$ cat src/rtl/circuito_pwm_multicanal.sv
// ============================================================================
// circuito_pwm_multicanal
//
// N-channel PWM generator for servo/actuator drive. All channels share one
// period counter. Each channel has a pending width, written at any time over a
// simple write port, and an active width used to generate the output. Pending
// widths and the enable vector are copied to the active set only on the last
// count of a period, so an output never changes shape mid-period.
//
// Optional feature (macro PWM_RAMPA_EN):
//   When defined, at each period boundary the active width moves toward the
//   pending width by at most PASSO_RAMPA clocks instead of jumping to it.
//   When undefined, the active width takes the pending width directly and
//   PASSO_RAMPA has no effect.
//
// Parameters:
//   N_CANAIS      number of PWM channels (1..16)
//   LARGURA_CONT  counter/width bit width, 2**LARGURA_CONT > PERIODO
//   PERIODO       period length in clocks
//   PASSO_RAMPA   max width change per period (ramp build only)
//
// Ports:
//   clock        in   system clock, rising edge
//   reset_n      in   asynchronous reset, active low
//   wr_en        in   write strobe (one write per cycle)
//   wr_canal     in   target channel; codes >= N_CANAIS are ignored
//   wr_largura   in   requested pulse width in clocks (saturates at PERIODO)
//   habilita     in   per-channel enable, sampled at the period boundary
//   pwm          out  registered PWM outputs
//   fim_periodo  out  one-cycle pulse, high while pwm shows count 0
// ============================================================================
module circuito_pwm_multicanal #(
    parameter  int N_CANAIS     = 4,
    parameter  int LARGURA_CONT = 20,
    parameter  int PERIODO      = 1000000,
    parameter  int PASSO_RAMPA  = 500,
    localparam int W_CANAL      = (N_CANAIS > 1) ? $clog2(N_CANAIS) : 1
) (
    input  logic                    clock,
    input  logic                    reset_n,
    input  logic                    wr_en,
    input  logic [W_CANAL-1:0]      wr_canal,
    input  logic [LARGURA_CONT-1:0] wr_largura,
    input  logic [N_CANAIS-1:0]     habilita,
    output logic [N_CANAIS-1:0]     pwm,
    output logic                    fim_periodo
);

    localparam logic [LARGURA_CONT-1:0] PERIODO_W = LARGURA_CONT'(PERIODO);
    localparam logic [LARGURA_CONT-1:0] ULTIMO_W  = LARGURA_CONT'(PERIODO - 1);

    logic [LARGURA_CONT-1:0] contagem_reg;
    logic [LARGURA_CONT-1:0] contagem_next;
    logic [N_CANAIS-1:0]     hab_ativo_reg;
    logic [N_CANAIS-1:0]     pwm_reg;
    logic [N_CANAIS-1:0]     pwm_next;
    logic                    bnd_reg;
    logic                    fim_periodo_reg;
    logic                    bnd;
    logic [LARGURA_CONT-1:0] largura_sat;

    // Last count of the period: the only cycle where active state is updated.
    assign bnd           = (contagem_reg == ULTIMO_W);
    assign contagem_next = bnd ? '0 : contagem_reg + LARGURA_CONT'(1);

    // Widths above one full period would mean "always high" anyway; clamp so
    // the stored value stays meaningful for the ramp arithmetic.
    assign largura_sat = (wr_largura > PERIODO_W) ? PERIODO_W : wr_largura;

    genvar gi;
    generate
        for (gi = 0; gi < N_CANAIS; gi++) begin : g_canal
            logic [LARGURA_CONT-1:0] pendente_reg;
            logic [LARGURA_CONT-1:0] ativo_reg;
            logic [LARGURA_CONT-1:0] ativo_next;
            logic                    wr_sel;

            // Each channel decodes only its own index, so out-of-range
            // channel codes select nothing and leave all state untouched.
            assign wr_sel = wr_en && (wr_canal == W_CANAL'(gi));

            always_ff @(posedge clock or negedge reset_n) begin
                if (!reset_n) begin
                    pendente_reg <= '0;
                    ativo_reg    <= '0;
                end else begin
                    // A write landing on the boundary cycle reaches
                    // pendente_reg only after ativo_reg has sampled the old
                    // value, so it is deferred to the next boundary.
                    if (wr_sel) begin
                        pendente_reg <= largura_sat;
                    end
                    if (bnd) begin
                        ativo_reg <= ativo_next;
                    end
                end
            end

`ifdef PWM_RAMPA_EN
            localparam logic [LARGURA_CONT-1:0] PASSO_W = LARGURA_CONT'(PASSO_RAMPA);

            // Step by PASSO_RAMPA only when the remaining distance exceeds it;
            // this keeps both directions free of wrap-around.
            always_comb begin
                ativo_next = ativo_reg;
                if (pendente_reg > ativo_reg) begin
                    if (32'(pendente_reg - ativo_reg) > PASSO_RAMPA) begin
                        ativo_next = ativo_reg + PASSO_W;
                    end else begin
                        ativo_next = pendente_reg;
                    end
                end else if (pendente_reg < ativo_reg) begin
                    if (32'(ativo_reg - pendente_reg) > PASSO_RAMPA) begin
                        ativo_next = ativo_reg - PASSO_W;
                    end else begin
                        ativo_next = pendente_reg;
                    end
                end
            end
`else
            assign ativo_next = pendente_reg;
`endif

            // Width PERIODO makes the compare true for every count, so the
            // output stays high across the wrap with no low cycle.
            assign pwm_next[gi] = hab_ativo_reg[gi] & (contagem_reg < ativo_reg);
        end
    endgenerate

    always_ff @(posedge clock or negedge reset_n) begin
        if (!reset_n) begin
            contagem_reg    <= '0;
            hab_ativo_reg   <= '0;
            bnd_reg         <= 1'b0;
            fim_periodo_reg <= 1'b0;
            pwm_reg         <= '0;
        end else begin
            contagem_reg <= contagem_next;
            if (bnd) begin
                hab_ativo_reg <= habilita;
            end
            // The boundary marker goes through two stages so that it lines
            // up with the registered pwm showing count 0 of the new period.
            bnd_reg         <= bnd;
            fim_periodo_reg <= bnd_reg;
            pwm_reg         <= pwm_next;
        end
    end

    assign pwm         = pwm_reg;
    assign fim_periodo = fim_periodo_reg;

endmodule

$ cat config.mk
export PLATFORM = sky130hd
export DESIGN_NAME = circuito_pwm_multicanal
export DESIGN_NICKNAME = d
export VERILOG_FILES = /design/src/rtl/circuito_pwm_multicanal.sv
export SDC_FILE = /design/constraint.sdc
export NUM_CORES = 1
export LEC_CHECK = 0
export BUFFER_PORTS_ARGS = -buffer_cell sky130_fd_sc_hd__buf_4
export CAP_MARGIN = 15
export CORE_ASPECT_RATIO = 1.25
export CORE_UTILIZATION = 45
export CTS_BUF_LIST = sky130_fd_sc_hd__clkbuf_16
export DETAILED_ROUTE_END_ITERATION = 7
export GPL_TIMING_DRIVEN = 0
export HOLD_SLACK_MARGIN = 0.06
export SYNTH_ARGS = -nofsm -noshare
export SYNTH_HDL_FRONTEND = slang
export SYNTH_SLANG_ARGS = --single-unit
$ cat constraint.sdc
create_clock -name clock -period 2.7 [get_ports clock]
set_input_delay 0.135 -clock clock [delete_from_list [all_inputs] [get_ports clock]]
set_output_delay 0.135 -clock clock [all_outputs]
set_load 0.01 [all_outputs]
==> flow_summary_export.csv <==
group,metric,value,unit
outcome,outcome,"complete, no violations",
floorplan,start_util,46.0,%
finish,fillers,1874,
place,dp_worst_setup_slack,0.196,ns
timing,timing.final.crit_share,95.1,%
detailed_routing,route.met3.wl,991,um
critical_path,cp-start-kind,"flop",
clocking,cts_buffers,17,
detailed_routing,vias,6802,
finish,regArea,4750,um2
timing,rsz0062_at_grt,"false",
detailed_routing,vias_per_cell,5.34,
synthesis,synth-edff-count,0,
clocking,postCtsSetupRepairBufs,0,
clocking,cts_tree,"built",
place,gp_routability_congestion,0.789,
synthesis,syn-num-nets,1033,
finish,area_growth,15.0,%
critical_path,crit_required,3.01,ns
detailed_routing,route.layer.met1.wl,10500,um
place,dp.cells,1226,
floorplan,io_pins,34,
floorplan,die_w,128,um
timing,clock.fmax,389,MHz
grt,antenna_found_initial,0,
floorplan,core-area,19500,um2
pwr,peakVddDrop,472,uV
detailed_routing,wl_per_cell,18.7,um
clocking,cts_root_buf,"clkbuf_16",
detailed_routing,wl_met2,11600,um
timing,tightest_slew,0.939,ns
critical_path,r2r_start,"contagem_reg[7]",
synthesis,synthCells,927,
critical_path,crit_path_start,"contagem_reg[7]",
timing,finalSetupTns,0,ns
finish,final_cells,1273,
finish,multi_input_area,3760,um2
synthesis,yosys_warnings,0,
detailed_routing,drtIter0Drc,364,
clocking,clk_latency,0.44,ns
clocking,clk_pin_slew,0.07,ns
timing,setup_violations,0,
place,io_buffers,33,
hold_path,hold_start,"wr_largura[4]",
synthesis,synthFlopType,"dfrtp_1",
detailed_routing,routed_wl,23800,um
synthesis,synth_seq_area_share,52.9,%
clocking,htreeDepth,4,
finish,final_nets,1101,
timing,max-slew-margin-rel,37.3,%
pwr,p_leak,4.85,nW
finish,final_area,10300,um2
finish,final_layout_size_suffix_gt1_share,10.0,%
grt,grt_pass1_wl,38100,um
clocking,clockBufferDepth,2,
detailed_routing,drcViolationCount,0,
clocking,clock_sinks,190,
timing,final-max-slew-violation-count,0,
detailed_routing,firstDrtPassIters,5,
floorplan,num_rows,57,
timing,fin_crit,2.57,ns
grt,grt_pass1_vias,7001,
critical_path,critPathMaxFanout,10,
place,dpl-instance-area,9610,um2
pwr,p_total,6.07,mW
floorplan,die_area,20600,um2
synthesis,postSynthAreaPerCell,9.70,um2
finish,utilization,52.9,%
critical_path,critPathKind,"reg2reg",
synthesis,synth.distinct_cells,50,
timing,fin_skew,0.00871,ns
detailed_routing,top_layer_used,"met4",
hold_path,hold_path_class,"in2reg",
timing,setup_slack,0.132,ns
timing,finalHoldViolCount,0,
timing,whs,0.103,ns
critical_path,end_kind,"flop",
synthesis,synth-seq-cells,190,
pwr,powerDensity,587,nW/um2
grt,track_usage,25.2,%
detailed_routing,drtAntennaViolNets,0,
grt,gr-total-overflow,0,
flow_run,maxCapViolCount,0,
critical_path,arrival,2.88,ns
synthesis,synthesis.area,9000,um2
place,hpwl,16700,um
finish,num_antenna_cells,0,
grt,grt_start_max_net_pins,120,
synthesis,async_flop_share,100,%
floorplan,chipHeight,160,um
cell type report:
type,instances,share of cell area [%]
tap,265,3.20
buffer,35,1.77
clock inverter,15,1.55
inverter,79,2.87
sequential,190,46.0
timing repair buffer,49,4.18
clock buffer,17,4.11
multi-input combinational,623,36.4
cell families after synthesis:
| logic type | count (synthesis) | share of synthesized area (%) |
|---|---|---|
| and+or+nand+nor | 312 | 15.5 |
| xor gates and xnor gates | 14 | 1.36 |
| DFF | 190 | 52.9 |
| muxes | 8 | 1.00 |
| adders and majority gates | 77 | 10.7 |
| AOI/OAI and AO/OA | 212 | 13.3 |
| buffers and inverters | 114 | 5.33 |
cells in the final DEF, fill, tap and decap left out, drive strengths merged, types with 3 or more instances in the layout:
cell type / synthesis / layout
nand3: 19 / 19
nor4: 6 / 6
o31a: 3 / 3
inv: 79 / 85
o21a: 3 / 3
buf: 16 / 50
dlygate4sd3: 0 / 15
a21o: 7 / 7
or3: 3 / 3
nand4: 17 / 17
nor2b: 5 / 5
nand2: 205 / 205
a21oi: 34 / 34
nor4b: 4 / 4
nand2b: 4 / 4
nor2: 27 / 27
o21ai: 149 / 149
mux2: 8 / 8
clkbuf: 19 / 36
xor2: 8 / 8
ha: 77 / 77
xnor2: 6 / 6
and3: 4 / 4
dfrtp: 190 / 190
and4: 6 / 6
clkinv: 0 / 7
a2111oi: 4 / 4
cell usage after synthesis (2+ instances only):
master     count  area, um2
nand2_1      205        769
dfrtp_1      190       4750
o21ai_0      138        691
inv_1         78        293
ha_1          77        963
a21oi_1       34        170
nor2_1        27        101
clkbuf_1      19       71.3
nand3_1       19       95.1
nand4_1       17        106
buf_4         10       75.1
mux2_2         8       90.1
o21ai_2        8       70.1
xor2_1         8       70.1
a21o_1         7       52.6
and4_1         6       52.6
nor4_1         6       37.5
xnor2_1        6       52.6
buf_2          5       25.0
nor2b_1        5       31.3
a2111oi_0      4       35.0
and3_1         4       25.0
nand2b_1       4       25.0
nor4b_1        3       26.3
o21a_1         3       22.5
o21ai_1        3       15.0
o31a_1         3       26.3
or3_1          3       18.8
a21boi_0       2       15.0
and2_1         2       12.5
nand3b_1       2       15.0
nor3_1         2       10.0
o31ai_1        2       15.0
layer usage:
metal	vias up	GRT usage [%]
met4	0	8.88
met5	-	0
met3	38	4.96
met1	3341	32.4
met2	148	41.9
li1	3275	-
worst max-delay path: stages (launching register included):
cell,delay (ns)
dfrtp_1,0.58
nor4_1,0.34
nand4b_1,0.21
or3_1,0.49
inv_2,0.12
buf_4,0.20
buf_2,0.35
o21ai_0,0.14
worst paths after layout:
kind / to / slack (ns) / cells after the start
worst max register to register: g_canal[1].ativo_reg[7] / 0.13 / 7
worst max-delay path: g_canal[1].ativo_reg[7] / 0.13 / 7
max in group asynchronous: g_canal[0].ativo_next[8] / 1.48 / 3
worst min register to register: fim_periodo / 0.35 / 0
min in group asynchronous: hab_ativo_reg[2] / 0.24 / 2
worst min-delay path: g_canal[2].ativo_next[4] / 0.10 / 3
what timing repair did:
item / CTS / global route
gates resized for setup: 0 / 0
hold endpoints to repair: 110 / 0
hold buffers: 15 / 0
where the power goes:
part	switching [mW]	internal, mW	total, mW
Clock	1.17	1.38	2.55
Combinational	0.231	0.146	0.377
Sequential	0.103	3.04	3.14
Total	1.50	4.57	6.07
Power figures use the tool's default switching activity.
